`config.mk`:
```
export PLATFORM = sky130hd
export DESIGN_NAME = pool_stream
export DESIGN_NICKNAME = d
export VERILOG_FILES = /design/src/rtl/pool_pkg.sv /design/src/rtl/pool_combine.sv /design/src/rtl/pool_stream.sv
export SDC_FILE = /design/constraint.sdc
export NUM_CORES = 1
export LEC_CHECK = 0
export ABC_AREA = 1
export CORE_ASPECT_RATIO = 2
export CORE_MARGIN = 3
export CORE_UTILIZATION = 53
export CTS_CLUSTER_SIZE = 24
export DETAILED_ROUTE_END_ITERATION = 7
export HOLD_SLACK_MARGIN = 0.12
export PLACE_DENSITY = 0.76
export SKIP_CTS_REPAIR_TIMING = 1
export SKIP_LAST_GASP = 1
export SYNTH_ARGS = -nofsm -noshare
export SYNTH_HDL_FRONTEND = slang
export SYNTH_SLANG_ARGS = --single-unit
```
`constraint.sdc`:
```
create_clock -name clk -period 2.77 [get_ports clk]
set_input_delay 0.554 -clock clk [delete_from_list [all_inputs] [get_ports clk]]
set_output_delay 0.554 -clock clk [all_outputs]
set_load 0.1 [all_outputs]
```
`src/rtl/pool_pkg.sv`:
```
// Shared definitions for the 2x2 stride-2 pooling stream.
//   POOL_MAX / POOL_AVG : pooling mode encodings for the MODE parameter
//   cnt_width(n)        : bits needed to count 0..n-1 (minimum 1)
package pool_pkg;

  localparam int POOL_MAX = 0;
  localparam int POOL_AVG = 1;

  function automatic int cnt_width(input int n);
    int w;
    w = 1;
    while ((1 << w) < n) w++;
    return w;
  endfunction

endpackage

```
`src/rtl/pool_combine.sv`:
```
// Two-operand combiner for one channel of a pooling window.
//   a, b : unsigned operands, IW bits
//   y    : MODE POOL_AVG -> a + b (OW bits, caller sizes OW so the sum fits)
//          MODE POOL_MAX -> max(a, b), zero-extended to OW bits
module pool_combine
  import pool_pkg::*;
#(
  parameter int IW   = 8,
  parameter int OW   = 9,
  parameter int MODE = POOL_MAX
) (
  input  logic [IW-1:0] a,
  input  logic [IW-1:0] b,
  output logic [OW-1:0] y
);

  if (MODE == POOL_AVG) begin : g_add
    assign y = OW'(a) + OW'(b);
  end else begin : g_max
    assign y = (a > b) ? OW'(a) : OW'(b);
  end

endmodule

```
`src/rtl/pool_stream.sv`:
```
// Streaming 2x2 / stride-2 pooling over a W x H feature map, C channels per beat.
// Ports:
//   clk, rst_n            : clock, asynchronous active-low reset
//   in_data/valid/ready   : raster-order input pixels, channel c at [c*DW +: DW]
//   out_data/valid/ready  : raster-order pooled pixels, (W/2) x (H/2) per frame
//   out_last              : marks the final pooled pixel of a frame
//
// Handshake: a beat moves on a port in any cycle where valid && ready are both
// high at the rising edge. The output is a single register; in_ready is high
// whenever that register is empty or being drained this cycle, so an input beat
// that completes a window can always be stored without loss.
module pool_stream
  import pool_pkg::*;
#(
  parameter int DW   = 8,
  parameter int W    = 6,
  parameter int H    = 6,
  parameter int C    = 3,
  parameter int MODE = POOL_MAX
) (
  input  logic          clk,
  input  logic          rst_n,
  input  logic [C*DW-1:0] in_data,
  input  logic          in_valid,
  output logic          in_ready,
  output logic [C*DW-1:0] out_data,
  output logic          out_valid,
  input  logic          out_ready,
  output logic          out_last
);

  localparam int CW  = cnt_width(W);
  localparam int RW  = cnt_width(H);
  localparam int LBW = cnt_width(W / 2);

  logic [CW-1:0]   col_q;
  logic [RW-1:0]   row_q;
  logic [C*DW-1:0] pair_q;
  // Horizontal results of the even row, one entry per output column.
  logic [DW+1:0]   lbuf_q [W/2][C];

  logic            in_fire;
  logic            last_px;
  logic [LBW-1:0]  lb_idx;
  logic [DW:0]     h_res [C];
  logic [DW+1:0]   v_res [C];
  logic [C*DW-1:0] pooled;

  assign in_ready = !out_valid || out_ready;
  assign in_fire  = in_valid && in_ready;
  assign lb_idx   = LBW'(col_q >> 1);
  assign last_px  = (row_q == RW'(H - 1)) && (col_q == CW'(W - 1));

  for (genvar c = 0; c < C; c++) begin : g_ch
    pool_combine #(.IW(DW), .OW(DW + 1), .MODE(MODE)) u_h (
      .a (pair_q[c*DW +: DW]),
      .b (in_data[c*DW +: DW]),
      .y (h_res[c])
    );
    pool_combine #(.IW(DW + 2), .OW(DW + 2), .MODE(MODE)) u_v (
      .a (lbuf_q[lb_idx][c]),
      .b ({1'b0, h_res[c]}),
      .y (v_res[c])
    );
    // Average divides the 4-value sum by 4 by dropping two LSBs.
    assign pooled[c*DW +: DW] = (MODE == POOL_AVG) ? v_res[c][DW+1:2] : v_res[c][DW-1:0];
  end

  always_ff @(posedge clk or negedge rst_n) begin
    if (!rst_n) begin
      col_q     <= '0;
      row_q     <= '0;
      pair_q    <= '0;
      out_valid <= 1'b0;
      out_last  <= 1'b0;
      out_data  <= '0;
    end else begin
      if (out_valid && out_ready) out_valid <= 1'b0;
      if (in_fire) begin
        if (col_q == CW'(W - 1)) begin
          col_q <= '0;
          row_q <= (row_q == RW'(H - 1)) ? '0 : row_q + RW'(1);
        end else begin
          col_q <= col_q + CW'(1);
        end
        if (!col_q[0]) begin
          pair_q <= in_data;
        end else if (row_q[0]) begin
          // Overrides the drain above when both happen in one cycle.
          out_data  <= pooled;
          out_valid <= 1'b1;
          out_last  <= last_px;
        end
      end
    end
  end

  // No reset: each entry is written on the even row before the odd row reads it.
  always_ff @(posedge clk) begin
    if (in_fire && col_q[0] && !row_q[0]) begin
      for (int c = 0; c < C; c++) lbuf_q[lb_idx][c] <= {1'b0, h_res[c]};
    end
  end

endmodule

```
==> flow_metrics.env <==
export IMPL_cp_common_cell="nand2_1"
export IMPL_drt_pass1_iterations=6
export IMPL_core_um2=13100
export IMPL_initial_core_util_pct=54.8
export IMPL_rr_endpoint="out_data[10]"
export IMPL_drcViolationCount=0
export IMPL_synth_xor_area_share_pct=0
export IMPL_grt_pass1_vias=6446
export IMPL_skew_ns=0.0103
export IMPL_crit_buf_inv=5
export IMPL_hold_viol_final=0
export IMPL_drt_total_wl_um=25800
export IMPL_pin_count=55
export IMPL_worstPathRequired_ns=3.13
export IMPL_die_x_um=88.4
export IMPL_ctsLongestPathBuffers=2
export IMPL_drtIter0Drc=689
export IMPL_drive_gt1_share_pct=40.4
export IMPL_synth_top_area_share_pct=30.0
export IMPL_place_gp_congestion=0.883
export IMPL_cp_start_kind="flop"
export IMPL_synth_cell_area_um2=7200
export IMPL_synth_seq_area_share_pct=49.5
export IMPL_violations="setup timing"
export IMPL_area_growth_pct=52.2
export IMPL_placed_area_um2=8820
export IMPL_fin_ws_ns=-0.277
export IMPL_yosysUniqueCellTypes=25
export IMPL_r2r_cells=19
export IMPL_slew_viol_final=0
export IMPL_critPathMaxStageDelay_ns=0.43
export IMPL_final_nets=1147
export IMPL_r2r_slack_ns=-0.28
export IMPL_io_buffers=54
export IMPL_die_height_um=171
export IMPL_final_core_util_pct=83.4
export IMPL_cts_sinks=128
export IMPL_crit_slowest_cell="dfrtp_1"
export IMPL_synth_area_top_cells="edfxtp_1 (30%), dfrtp_1 (19%), nand2_1 (13%)"
export IMPL_place_hpwl_um=12800
export IMPL_finalCritPeriodShare_pct=110
export IMPL_reg2reg_from="pair_q[14]"
export IMPL_synthSimpleGateAreaFrac_pct=27.3
export IMPL_final_area_um2=11000
export IMPL_syn_avg_cell_area_um2=8.27
export IMPL_grt_max_degree=50
export IMPL_cts_max_level=4
export IMPL_worst_setup_path_end_kind="flop"
export IMPL_drtAntennaViolNets=0
export IMPL_diodes=0
export IMPL_cts_tree="built"
export IMPL_clockRootBuffer="clkbuf_16"
export IMPL_clk_insertion_delay_late_ns=0.43
export IMPL_yosysWarnings=0
export IMPL_num_rows=59
export IMPL_setup_viol=24
export IMPL_critical_path_cell_chain="ha_4, nand2_2, nor2_2, nor2_4, buf_4, nand2_2, nand3_1, nand2_4, inv_2, ha_4, inv_2, nor2_4, buf_4, nand4_4, nand3_2, nand2_1, inv_1, nand2_1, nand2_1"
export IMPL_path_class="flop to flop"
export IMPL_crit_path_max_fanout=4
export IMPL_grt_pass1_wl_um=29400
export IMPL_outcome="finished with violations"
export IMPL_maxCapViolations=0
export IMPL_synth_compound_area_share_pct=3.84
export IMPL_post_drt_wl_per_cell_um=20.9
export IMPL_fin_crit_ns=3.05
export IMPL_die_area_um2=15100
export IMPL_cts_buffers=17
export IMPL_syn_nets=947
export IMPL_clock_fmax_ghz=0.328
export IMPL_arrival_ns=3.41
export IMPL_routed_via_density=5.85
export IMPL_worst_slew_pin_slew_ns=0.708
export IMPL_hold_path_class="primary input to async pin"
export IMPL_synth_adder_area_share_pct=8.34
export IMPL_ys_ff_latch=128
export IMPL_clk_pin_slew_ns=0.06
export IMPL_synth_top_family_by_area="simple AND/OR/NAND/NOR gates"
export IMPL_slew_headroom_pct=52.8
export IMPL_synthMuxAreaShare_pct=0
export IMPL_grt_setup_unrepaired="true"
export IMPL_antenna_found_initial=0
export IMPL_syn_inst=871
export IMPL_synth_top_area_cell="edfxtp_1"
export IMPL_num_vias=7234
export IMPL_gr_usage_all_layers_pct=25.5
export IMPL_cp_top_family="simple AND/OR/NAND/NOR gates"
export IMPL_overflow=0
[logic make-up after synthesis]
| kind of cell | Yosys count |
|---|---|
| simple gates | 437 |
| buf+inv | 206 |
| flops | 128 |
| compound gates | 52 |
| fa+ha+maj | 48 |
[layout by cell type (no fill, tap or decap), types with 28 or more instances in the layout]
master      n
nand2_1   175
inv_1     157
buf_4     141
edfxtp_1   72
dfrtp_1    55
nand2_2    54
nor2_1     49
nand3_1    43
inv_2      31
ha_4       30
nand3_2    28
[registers in the layout (all words and copies together) (netlist names)]
name / flops
lbuf_q: 72
out_valid: 1
col_q: 3
pair_q: 24
out_data: 24
row_q: 3
out_last: 1
[synth_stat cells]
| library cell | number |
|---|---|
| a21o_1 | 3 |
| a21oi_1 | 21 |
| buf_2 | 6 |
| buf_4 | 4 |
| clkbuf_1 | 6 |
| clkinv_1 | 2 |
| dfrtp_1 | 56 |
| edfxtp_1 | 72 |
| ha_1 | 48 |
| inv_1 | 186 |
| inv_2 | 2 |
| nand2_1 | 251 |
| nand2_2 | 6 |
| nand2_4 | 1 |
| nand3_1 | 81 |
| nand3_2 | 3 |
| nand4_1 | 1 |
| nand4_2 | 6 |
| nor2_1 | 65 |
| nor2_4 | 1 |
| nor3_1 | 3 |
| nor3_2 | 19 |
| o21ai_0 | 24 |
| o21bai_1 | 3 |
| o22ai_1 | 1 |
[final cells by class]
class	count	area (um2)
fillers	605	2180
repair buffers	193	1740
clock buffers	23	519
inverters	190	713
flip-flops and latches	128	3560
multi-input cells	541	4130
clock inverters	9	96.3
well taps	152	190
[worst max path at each step]
stage | cells after the start | endpoint | startpoint
finish | 19 | out_data[10] | pair_q[14]
detailed placement | 19 | out_data[15] | in_data[13]
floorplan | 17 | out_data[16] | in_data[23]
global route | 21 | out_data[1] | pair_q[2]
global placement | 19 | out_data[14] | in_data[13]
CTS | 19 | out_data[15] | in_data[13]
[layer usage]
| layer | share of wire (%) | GRT usage [%] | vias to the layer above | wire [um] |
|---|---|---|---|---|
| met1 | 33 | 25.8 | 3496 | 8520 |
| met3 | 6.1 | 3.33 | 155 | 1570 |
| met5 | 0 | 0 | - | 0 |
| met2 | 54 | 48.0 | 432 | 14000 |
| met4 | 6.7 | 14.5 | 0 | 1730 |
| li1 | - | - | 3151 | - |
[through the flow]
step	cells	setup WS, ns	TNS [ns]	hold WS, ns
2_1_floorplan	871	0.00168	0	0.258
3_3_place_gp	1175	-0.902	-19.60	0.465
3_5_place_dp	1175	-0.924	-20.71	0.467
4_1_cts	1207	-0.515	-11.33	0.184
5_1_grt	1236	-0.412	-6.81	0.217
6_report	1236	-0.277	-3.98	0.158
Power is left out: the tool's default activity adds up to more than one toggle a clock period on the data nets, which glitch-free logic cannot reach.
